## src/rtl/ccff_bank.sv

```systemverilog
// Bank of parallel configuration chains. Data is shifted serially into a shadow
// image and copied to the active configuration Q in one atomic commit cycle.

module ccff_bank_chk #(
   parameter int CHAIN_LEN = 32,
   parameter int CNT_W     = 6
) (
   input logic             ck,
   input logic             rst,
   input logic             ready,
   input logic             busy,
   input logic             done,
   input logic [CNT_W-1:0] cnt
);
   localparam logic [CNT_W-1:0] CNT_MAX = CNT_W'(CHAIN_LEN);

   // Structural invariants of the load sequencer.
   a_ready_busy : assert property (@(posedge ck) disable iff (rst) ready |-> busy);
   a_done_idle  : assert property (@(posedge ck) disable iff (rst) done |-> !ready);
   a_done_pulse : assert property (@(posedge ck) disable iff (rst) done |=> !done);
   a_cnt_range  : assert property (@(posedge ck) disable iff (rst) cnt <= CNT_MAX);
endmodule

module ccff_bank #(
   parameter int NUM_CHAINS = 4,
   parameter int CHAIN_LEN  = 32,
   parameter bit RESET_VAL  = 1'b0
) (
   input  logic                             CK,
   input  logic                             RST,
   input  logic                             START,
   input  logic                             ABORT,
   input  logic [NUM_CHAINS-1:0]            D,
   input  logic                             VALID,
   output logic                             READY,
   output logic [NUM_CHAINS-1:0]            SO,
   output logic [NUM_CHAINS*CHAIN_LEN-1:0]  Q,
   output logic                             BUSY,
   output logic                             DONE,
   output logic                             ERR
);
   localparam int BANK_W = NUM_CHAINS * CHAIN_LEN;
   localparam int CNT_W  = $clog2(CHAIN_LEN + 1);
   localparam logic [CNT_W-1:0] LAST_CNT = CNT_W'(CHAIN_LEN - 1);
   localparam logic [CNT_W-1:0] CNT_ONE  = CNT_W'(1'b1);

   typedef enum logic [1:0] {
      ST_IDLE   = 2'd0,
      ST_SHIFT  = 2'd1,
      ST_COMMIT = 2'd2
   } state_t;

   state_t                                state_r;
   state_t                                state_nxt_s;
   logic [CNT_W-1:0]                      cnt_r;
   logic [NUM_CHAINS-1:0][CHAIN_LEN-1:0]  shadow_r;
   logic [BANK_W-1:0]                     q_r;
   logic                                  err_r;
   logic                                  ready_s;
   logic                                  busy_s;
   logic                                  done_s;
   logic                                  start_acc_s;
   logic                                  abort_acc_s;
   logic                                  beat_s;
   logic                                  last_beat_s;

   // ABORT only counts in SHIFT, and there it suppresses a coincident beat.
   assign start_acc_s = (state_r == ST_IDLE) & START;
   assign abort_acc_s = (state_r == ST_SHIFT) & ABORT;
   assign beat_s      = VALID & ready_s & ~abort_acc_s;
   assign last_beat_s = beat_s & (cnt_r == LAST_CNT);

   // State register.
   always_ff @(posedge CK or posedge RST) begin
      if (RST) begin
         state_r <= ST_IDLE;
      end else begin
         state_r <= state_nxt_s;
      end
   end

   // Next-state decode.
   always_comb begin
      state_nxt_s = state_r;
      case (state_r)
         ST_IDLE: begin
            if (START) begin
               state_nxt_s = ST_SHIFT;
            end else begin
               state_nxt_s = ST_IDLE;
            end
         end
         ST_SHIFT: begin
            if (abort_acc_s) begin
               state_nxt_s = ST_IDLE;
            end else if (last_beat_s) begin
               state_nxt_s = ST_COMMIT;
            end else begin
               state_nxt_s = ST_SHIFT;
            end
         end
         ST_COMMIT: begin
            state_nxt_s = ST_IDLE;
         end
         default: begin
            state_nxt_s = ST_IDLE;
         end
      endcase
   end

   // Output decode; READY depends on state alone.
   always_comb begin
      ready_s = 1'b0;
      busy_s  = 1'b0;
      done_s  = 1'b0;
      case (state_r)
         ST_IDLE: begin
            ready_s = 1'b0;
         end
         ST_SHIFT: begin
            ready_s = 1'b1;
            busy_s  = 1'b1;
         end
         ST_COMMIT: begin
            busy_s = 1'b1;
            done_s = 1'b1;
         end
         default: begin
            ready_s = 1'b0;
         end
      endcase
   end

   // Beat counter: cleared on an accepted START, advanced on each beat.
   always_ff @(posedge CK or posedge RST) begin
      if (RST) begin
         cnt_r <= '0;
      end else if (start_acc_s) begin
         cnt_r <= '0;
      end else if (beat_s) begin
         cnt_r <= cnt_r + CNT_ONE;
      end else begin
         cnt_r <= cnt_r;
      end
   end

   // Shadow chains: new bit enters at index 0, oldest bit sits at the tail.
   always_ff @(posedge CK or posedge RST) begin
      if (RST) begin
         shadow_r <= {BANK_W{RESET_VAL}};
      end else if (beat_s) begin
         for (int c = 0; c < NUM_CHAINS; c++) begin
            shadow_r[c] <= {shadow_r[c][CHAIN_LEN-2:0], D[c]};
         end
      end else begin
         shadow_r <= shadow_r;
      end
   end

   // Active configuration only moves during the single COMMIT cycle.
   always_ff @(posedge CK or posedge RST) begin
      if (RST) begin
         q_r <= {BANK_W{RESET_VAL}};
      end else if (state_r == ST_COMMIT) begin
         q_r <= shadow_r;
      end else begin
         q_r <= q_r;
      end
   end

   // Sticky abort flag.
   always_ff @(posedge CK or posedge RST) begin
      if (RST) begin
         err_r <= 1'b0;
      end else if (start_acc_s) begin
         err_r <= 1'b0;
      end else if (abort_acc_s) begin
         err_r <= 1'b1;
      end else begin
         err_r <= err_r;
      end
   end

   // Shadow tail bits for daisy-chaining.
   always_comb begin
      SO = '0;
      for (int c = 0; c < NUM_CHAINS; c++) begin
         SO[c] = shadow_r[c][CHAIN_LEN-1];
      end
   end

   assign Q     = q_r;
   assign READY = ready_s;
   assign BUSY  = busy_s;
   assign DONE  = done_s;
   assign ERR   = err_r;

   ccff_bank_chk #(
      .CHAIN_LEN (CHAIN_LEN),
      .CNT_W     (CNT_W)
   ) u_chk (
      .ck    (CK),
      .rst   (RST),
      .ready (ready_s),
      .busy  (busy_s),
      .done  (done_s),
      .cnt   (cnt_r)
   );
endmodule

```

## config.mk

```make
export PLATFORM = sky130hd
export DESIGN_NAME = ccff_bank
export DESIGN_NICKNAME = d
export VERILOG_FILES = /design/src/rtl/ccff_bank.sv
export SDC_FILE = /design/constraint.sdc
export NUM_CORES = 1
export LEC_CHECK = 0
export ABC_CLOCK_PERIOD_IN_PS = 23000
export CORE_ASPECT_RATIO = 1.4
export CORE_MARGIN = 5
export CORE_UTILIZATION = 42
export DETAILED_ROUTE_END_ITERATION = 12
export MAX_ROUTING_LAYER = met4
export PLACE_DENSITY = 0.65
export SYNTH_ARGS = -nofsm -noshare
export SYNTH_HDL_FRONTEND = slang
export SYNTH_SLANG_ARGS = --single-unit
export TNS_END_PERCENT = 50
```

## constraint.sdc

```tcl
create_clock -name CK -period 23 [get_ports CK]
set_input_delay 5.75 -clock CK [delete_from_list [all_inputs] [get_ports CK]]
set_output_delay 5.75 -clock CK [all_outputs]
set_load 0.05 [all_outputs]
```

== Yosys cells after proc, flatten, opt, wreduce, memory -nomap -nowiden ==
Cells that the tools add are included.

* Bits in registers: 265
* Bits of input ports: 9
* Output and inout bits: 136
* Word-level logic and storage cells: 33

* Muxes and demuxes: 11
* Equal/unequal tests: 3
* $add $sub $neg: 1
* Reduce and logical (&&, ||, !) cells: 4
* Bitwise gates (word level): 6

{| class="wikitable"
|+ Operators by type and width
! operator !! number
|-
| 6-bit 2-to-1 mux || 2
|-
| 6-bit by 1-bit adder with 6-bit output (second input constant) || 1
|-
| 6-bit by 5-bit equality test with 1-bit output (second input constant) || 1
|-
| 1-bit 2-to-1 mux || 6
|-
| 1-bit bitwise AND || 5
|-
| 2-bit 2-to-1 mux || 2
|-
| 2-bit case mux with 2 select lines || 1
|-
| 2-bit nonzero test || 2
|-
| 2-bit by 1-bit equality test with 1-bit output (second input constant) || 1
|-
| 2-bit equality test (second input constant) || 1
|-
| 2-bit zero test || 1
|-
| 2-bit OR reduction || 1
|-
| 1-bit NOT || 1
|}

== Logic depth before layout (Yosys ltp) ==
Gate-level depths: netlist of the first run.

* Depth in word-level cells: 8
* Mapped depth: 7
* Gate-level depth less buffers: 5

== Worst setup path after synthesis of the first run ==
No wires, ideal clock.

* Path type: input to register
* From: in ABORT
* To: reg shadow_r[0] in the netlist's numbering
* Stages on the path: 5
* Required time: 22,875 ps
* Arrival: 6,608 ps
* Path buffers: 2
* Setup time: 125 ps
* Path slack: 16,267 ps
* Cell sequence: a21boi_2 -> nand2_1 -> buf_2 -> buf_6 -> mux2_2

* Word-level cells in the longest chain between the ends: 3

{| class="wikitable"
|+ RTL lines
! element !! RTL line !! text
|-
| from (decl) || 32 || <nowiki>input logic ABORT,</nowiki>
|-
| 1-bit bitwise AND || 69 || <nowiki>assign abort_acc_s = (state_r == ST_SHIFT) & ABORT;</nowiki>
|-
| 1-bit NOT || 70 || <nowiki>assign beat_s = VALID & ready_s & ~abort_acc_s;</nowiki>
|-
| 1-bit bitwise AND || 70 ||
|-
| to (signal assigned) || 150 || <nowiki>shadow_r <= {BANK_W{RESET_VAL}};</nowiki>
|-
| to (signal, indexed assignment) || 153 || <nowiki>shadow_r[c] <= {shadow_r[c][CHAIN_LEN-2:0], D[c]};</nowiki>
|-
| to (signal assigned) || 156 || <nowiki>shadow_r <= shadow_r;</nowiki>
|-
| to (decl) || 56 || <nowiki>logic [NUM_CHAINS-1:0][CHAIN_LEN-1:0] shadow_r;</nowiki>
|}

No other way between the ends.
A chain may end at the register's enable or synchronous reset.

== Worst setup path in the final report of the first run ==
* From: reg state_r[0]
* To: out DONE

* Word-level cells in the longest chain between the ends: 2

{| class="wikitable"
|+ RTL lines
! element !! RTL line !! text
|-
| from (decl) || 53 || <nowiki>state_t state_r;</nowiki>
|-
| from (signal assigned) || 78 || <nowiki>state_r <= state_nxt_s;</nowiki>
|-
| 2-bit equality test || 116 || <nowiki>case (state_r)</nowiki>
|-
| 1-bit 2-to-1 mux || 116 ||
|-
| to (decl) || 39 || <nowiki>output logic DONE,</nowiki>
|}

No other way between the ends.

==> reports/metrics.yaml, run 1 <==
critical_path:
  crit_type: "register to output port"
  crit_slowest_cell: "clkdlybuf4s50_1"
  cp_cell_sequence: "inv_1 -> ha_4 -> clkdlybuf4s50_1"
  cp_data_required_time_ns: 17.25
  endpoint_kind: "output port"
  critPathMaxFanout: 48
  critPathArrivalTime_ns: 2.56
  slowest_delay_ns: 0.94
  worstSetupStartpointType: "register"
placement:
  port-buffer-count: 144
  place_hpwl_um: 12010
  placed_cells: 1022
  gp_congestion: 0.8112
detailed_routing:
  antenna_left: 0
  drt_wl_total_um: 18360
  first_iter_violations: 192
  wire_per_inst_um: 17.23
  drt_pass1_iterations: 3
  drc_errors: 0
  vias: 5290
  avgViaCountPerCell: 4.962
clock_tree:
  clk_pin_slew_ns: 0.06
  cts_tree: "built"
  htree_levels: 1
  cts_root_buf: "clkbuf_16"
  clock_latency_ns: 0.51
  postCtsHoldBufs: 0
  cts.sink_count: 265
  clockBufferDepth: 3
  cts_resized: 0
  post_cts_buffers: 0
  numCtsBuffers: 25
timing:
  slew_viol_final: 0
  rsz0062_at_grt: "false"
  finalCriticalPeriod_ns: 8.309
  tightest_slew_ns: 1.069
  setup_viol: 0
  fmax_mhz: 120.4
  finalHoldViolations: 0
  skew_ns: 0.009622
  max_slew_margin_pct: 28.70
  totalNegativeSetupSlack_ns: 0
  period_share_pct: 36.12
global_route:
  grt_overflow: 0
  grt_start_max_net_pins: 117
  grt_first_pass_wirelength_um: 30260
  grt_usage_pct: 13.91
  antenna_found_initial: 0
  grt_pass1_vias: 5851
synth:
  yosysWarningCount: 0
  ys_ff_latch: 265
  yosysSeqAreaShare_pct: 65.97
  avgSynthCellArea_um2: 16.78
  synth.area.top_cells: "dfrtp_1, mux2_2, buf_6, buf_2, ha_1"
  yosysTopAreaCellShare_pct: 65.97
  synth.distinct_cells: 24
  synthCells: 599
  synth_top_area_cell: "dfrtp_1"
  syn-cell-area_um2: 10050
  syn-num-nets: 613
power:
  cellPowerDensity_nw_per_um2: 90.65
  p_sw_share_pct: 23.99
  clockPowerShare_pct: 39.2
  power_frac_comb_pct: 12.3
  vdd_ir_drop_max_mv: 0.04949
  power_frac_seq_pct: 48.6
  p_sw_uw: 273.8
  internal_power_uw: 867.4
  p_leak_nw: 6.065
floorplanning:
  die_x_um: 140.8
  die_height_um: 193.1
  core_area_um2: 23810
  pin_count: 145
  initial_core_util_pct: 42.22
  rows: 67
  dieArea_um2: 27170
run:
  cap_violations: 0
outcome:
  status: "complete, no violations"
cells_and_area:
  final_cells: 1066
  n_fill_cell: 1961
  n_antenna_cell: 0
  nets: 753
  syn2layout_area_growth_pct: 25.24
  drive_above_1_share_pct: 40.34
hold_path:
  hold_path_class: "register to register"
-- critical path, delay by kind of cell (launching register included) --
family                   cells  cell delay (ns)
flip-flops                   1             0.40
adder cells (fa/ha/maj)      1             0.57
buffers and inverters        2             1.06
-- state kept, by name (all words and copies together) (netlist names) --
register	cells
state_r	2
cnt_r	6
Q	128
SO	4
shadow_r	124
ERR	1
-- path summary, 6_finish.rpt --
| kind | to | from | cells past startpoint | slack (ns) |
|---|---|---|---|---|
| worst max-delay path | DONE | state_r[0] | 3 | 14.69 |
| worst min-delay path | Q[115] | Q[115] | 1 | 0.51 |
| worst max register to register | shadow_r[10] | state_r[1] | 6 | 20.12 |
| worst min register to register | Q[115] | Q[115] | 1 | 0.51 |
| max in group asynchronous | Q[113] | RST | 3 | 15.69 |
| min in group asynchronous | Q[63] | RST | 2 | 5.80 |
-- stage by stage --
| stage | total power [mW] | setup slack (ns) | cell area (um^2) | hold WS, ns | util (%) |
|---|---|---|---|---|---|
| 3_5_place_dp | 0.7063 | 14.61 | 11680 | 0.4953 | 49.07 |
| 5_1_grt | 1.193 | 14.57 | 12590 | 0.5201 | 52.88 |
| 2_1_floorplan | 0.6777 | 9.953 | 10050 | 0.4771 | - |
| 6_report | 1.141 | 14.69 | 12590 | 0.5051 | 52.88 |
| 3_3_place_gp | 0.6962 | 14.65 | 11680 | 0.4812 | 49.07 |
| 4_1_cts | 1.159 | 14.62 | 12590 | 0.5122 | 52.88 |
-- final cells by class --
class / instances / area [um^2] / share of cell area, %
Sequential cell: 265 / 6631 / 52.67
Multi-Input combinational cell: 294 / 3166 / 25.14
Timing Repair Buffer: 148 / 1471 / 11.69
Clock buffer: 35 / 733.2 / 5.824
Tap cell: 310 / 387.9 / 3.081
Clock inverter: 9 / 173.9 / 1.381
Inverter: 5 / 26.28 / 0.2087
-- layout by cell type (no fill, tap or decap), drive strengths merged --
cell type	instances
a21oi	6
clkdlybuf4s50	144
bufinv	5
nand2b	1
inv	6
clkbuf	35
o31ai	3
and2	1
nand3b	1
mux2i	1
o21ai	4
nor2	1
mux2	256
or4	3
nand3	3
nor4	2
a21boi	1
or3	1
nand2	4
clkinv	3
buf	4
a21bo	1
ha	5
dfrtp	265
-- synth_stat cells --
cell type and number:
dfrtp_1 265, nor2_1 1, buf_4 6, or4_1 3, mux2i_1 1, or3_2 1
mux2_1 1, a21boi_2 1, buf_6 11, mux2_2 255, nor4_1 2, inv_1 5
o31ai_1 3, a21bo_1 1, nand2_1 4, nand3_1 3, o21ai_0 4, buf_2 16
nand2b_1 1, nand3b_1 1, ha_1 5, a21oi_1 6, clkbuf_1 2, and2_1 1
-- layer usage --
metal  GRT usage, %  share of wire (%)  vias up
met5              -                  0        -
met4          3.878                2.2        0
met3          2.147                4.2       32
met2          24.37                 53      109
met1          16.83                 41     2742
li1               -                  -     2407
-- logic make-up after synthesis --
logic type	share of synthesized area (%)
compound gates	0.9335
buf+inv	2.738
flops	65.97
simple gates	0.9584
fa+ha+maj	0.6224
mux	28.78
-- power groups by stage --
stage / registers (mW) / logic, mW / clock network, mW
after detailed placement: 0.564 / 0.142 / 0
after CTS: 0.555 / 0.143 / 0.460
after global placement: 0.560 / 0.136 / 0
final: 0.554 / 0.140 / 0.447
after global routing: 0.561 / 0.154 / 0.479
after floorplan: 0.551 / 0.126 / 0
Power figures use the tool's default switching activity.
==> inputs of run 2 (changes only) <==
--- a/config.mk
+++ b/config.mk
@@ -5,13 +5,13 @@
 export SDC_FILE = /design/constraint.sdc
 export NUM_CORES = 1
 export LEC_CHECK = 0
-export ABC_CLOCK_PERIOD_IN_PS = 23000
+export ABC_CLOCK_PERIOD_IN_PS = 6700
 export CORE_ASPECT_RATIO = 1.4
 export CORE_MARGIN = 5
 export CORE_UTILIZATION = 42
 export DETAILED_ROUTE_END_ITERATION = 12
 export MAX_ROUTING_LAYER = met4
-export PLACE_DENSITY = 0.65
+export PLACE_DENSITY = 0.68
 export SYNTH_ARGS = -nofsm -noshare
 export SYNTH_HDL_FRONTEND = slang
 export SYNTH_SLANG_ARGS = --single-unit
==> constraint.sdc (replaced) <==
create_clock -name CK -period 6.7 [get_ports CK]
set_input_delay 1.675 -clock CK [delete_from_list [all_inputs] [get_ports CK]]
set_output_delay 1.675 -clock CK [all_outputs]
set_load 0.05 [all_outputs]
==> run 2 against run 1 <==
Count of clock-buffer cells in the layout unchanged. Core utilization decreased by 0.49 points. Largest power group unchanged. Critical path type unchanged. Highest routed layer unchanged. Critical path depth did not move. Worst setup slack worse by 12 ns. Sequential cell count stayed put.
==> reports/metrics.yaml, run 2 (synthesized netlist as in run 1, its figures left out) <==
outcome:
  status: "complete, no violations"
timing:
  rsz0062_at_grt: "false"
  max_slew_margin_pct: 36.27
  slew_viol_final: 0
  setup_ws_ns: 2.323
  finalHoldViolations: 0
  fmax_mhz: 228.5
  tightest_slew_ns: 0.9559
  totalNegativeSetupSlack_ns: 0
  setup_viol: 0
  period_share_pct: 65.33
  finalCriticalPeriod_ns: 4.377
  skew_ns: 0.01037
global_route:
  grt_first_pass_wirelength_um: 30020
  antenna_found_initial: 0
  grt_usage_pct: 13.63
  grt_overflow: 0
  grt_start_max_net_pins: 146
  grt_pass1_vias: 5843
hold_path:
  hold_path_class: "register to register"
placement:
  place_hpwl_um: 12070
  dp_slack_ns: 2.779
  gp_congestion: 0.7304
  port-buffer-count: 144
critical_path:
  reg2reg_slack_ns: 4.07
  critPathMaxFanout: 65
  slowest_delay_ns: 0.95
  crit_type: "register to output port"
  critPathArrivalTime_ns: 2.70
  cp_data_required_time_ns: 5.03
  worstSetupStartpointType: "register"
  cp_top_family: "buffers and inverters"
  crit_slowest_cell: "clkdlybuf4s50_1"
  cp_cell_sequence: "inv_1 -> ha_4 -> clkdlybuf4s50_1"
  critPathBufInv: 2
  endpoint_kind: "output port"
clock_tree:
  cts_root_buf: "clkbuf_16"
  htree_levels: 1
  clockBufferDepth: 3
  cts_resized: 0
  postCtsHoldBufs: 0
  numCtsBuffers: 25
  post_cts_buffers: 0
  cts.sink_count: 265
  cts_tree: "built"
  clock_latency_ns: 0.51
  clk_pin_slew_ns: 0.06
cells_and_area:
  layout_commonest_cell: "dfrtp_1"
  largest_register_ffs: 128
  nets: 755
  drive_above_1_share_pct: 39.97
  n_antenna_cell: 0
  syn2layout_area_growth_pct: 24.07
  final_cell_mix: "dfrtp_1, mux2_2, clkdlybuf4s50_1"
floorplanning:
  die_height_um: 193.1
  die_x_um: 140.8
  core_area_um2: 23810
  pin_count: 145
  initial_core_util_pct: 42.22
  rows: 67
  dieArea_um2: 27170
detailed_routing:
  first_iter_violations: 177
  wire_per_inst_um: 16.97
  drc_errors: 0
  vias: 5290
  drt_pass1_iterations: 4
  avgViaCountPerCell: 4.953
  drt_wl_total_um: 18130
  antenna_left: 0
power:
  p_sw_share_pct: 25.04
  clockPowerShare_pct: 35.7
  cellPowerDensity_nw_per_um2: 297.7
  vdd_ir_drop_max_mv: 0.1734
  p_leak_nw: 6.004
  total_power_mw: 3.714
  p_sw_uw: 929.8
  power_frac_seq_pct: 51.4
  internal_power_mw: 2.784
  power_frac_comb_pct: 13.0
run:
  cap_violations: 0
-- run 2: cell count changes in the layout (fill, tap and decap cells not counted) --
cell / before / now
inv_6: 1 / 0
bufinv_16: 5 / 1
clkbuf_1: 3 / 7
inv_8: 1 / 0
buf_12: 0 / 1
clkbuf_8: 7 / 3
buf_4: 4 / 5
clkinvlp_4: 0 / 2
clkinv_2: 3 / 7
-- run 2: routing by layer --
layer | GRT usage, % | routed length, um | vias up
met5 | - | 0 | -
met4 | 4.437 | 458 | 0
met3 | 2.714 | 917 | 33
met2 | 23.60 | 9564 | 121
met1 | 16.05 | 7186 | 2741
li1 | - | - | 2395
-- run 2: final timing paths --
check | from | end | cells after the start
hold / removal | Q[26] | Q[26] | 1
setup / recovery | state_r[0] | DONE | 3
setup reg to reg | state_r[0] | Q[127] | 4
hold reg to reg | Q[26] | Q[26] | 1
min in group asynchronous | RST | Q[75] | 3
max in group asynchronous | RST | Q[43] | 4
-- run 2: cell type report --
class	instances	area, um^2
fillers	1999	11340
clock inverters	9	72.57
repair buffers	150	1499
inverters	5	22.52
flip-flops and latches	265	6631
well taps	310	387.9
multi-input cells	294	3166
clock buffers	35	693.2
-- run 2: stage by stage --
step	instance area, um^2	hold WS, ns	cells	util [%]
after global placement	11710	0.4875	1024	49.17
after floorplan	10060	0.4771	599	-
after global routing	12470	0.5135	1068	52.39
after CTS	12470	0.5098	1068	52.39
after detailed placement	11710	0.4946	1024	49.17
final	12470	0.5045	1068	52.39
-- run 2: power by group through the flow --
| stage | sequential (mW) | combinational [mW] | clock (mW) |
|---|---|---|---|
| final | 1.91 | 0.482 | 1.32 |
| after global routing | 1.93 | 0.529 | 1.44 |
| after CTS | 1.91 | 0.493 | 1.37 |
| after detailed placement | 1.94 | 0.491 | 0 |
| after global placement | 1.93 | 0.468 | 0 |
| after floorplan | 1.89 | 0.433 | 0 |
-- run 2: worst register-to-register path: cells and delay by family (launching register included) --
kind / cells / cell delay, ns
buffers and inverters: 2 / 0.93
adders and majority gates: 1 / 0.69
muxes: 1 / 0.48
DFF: 1 / 0.41
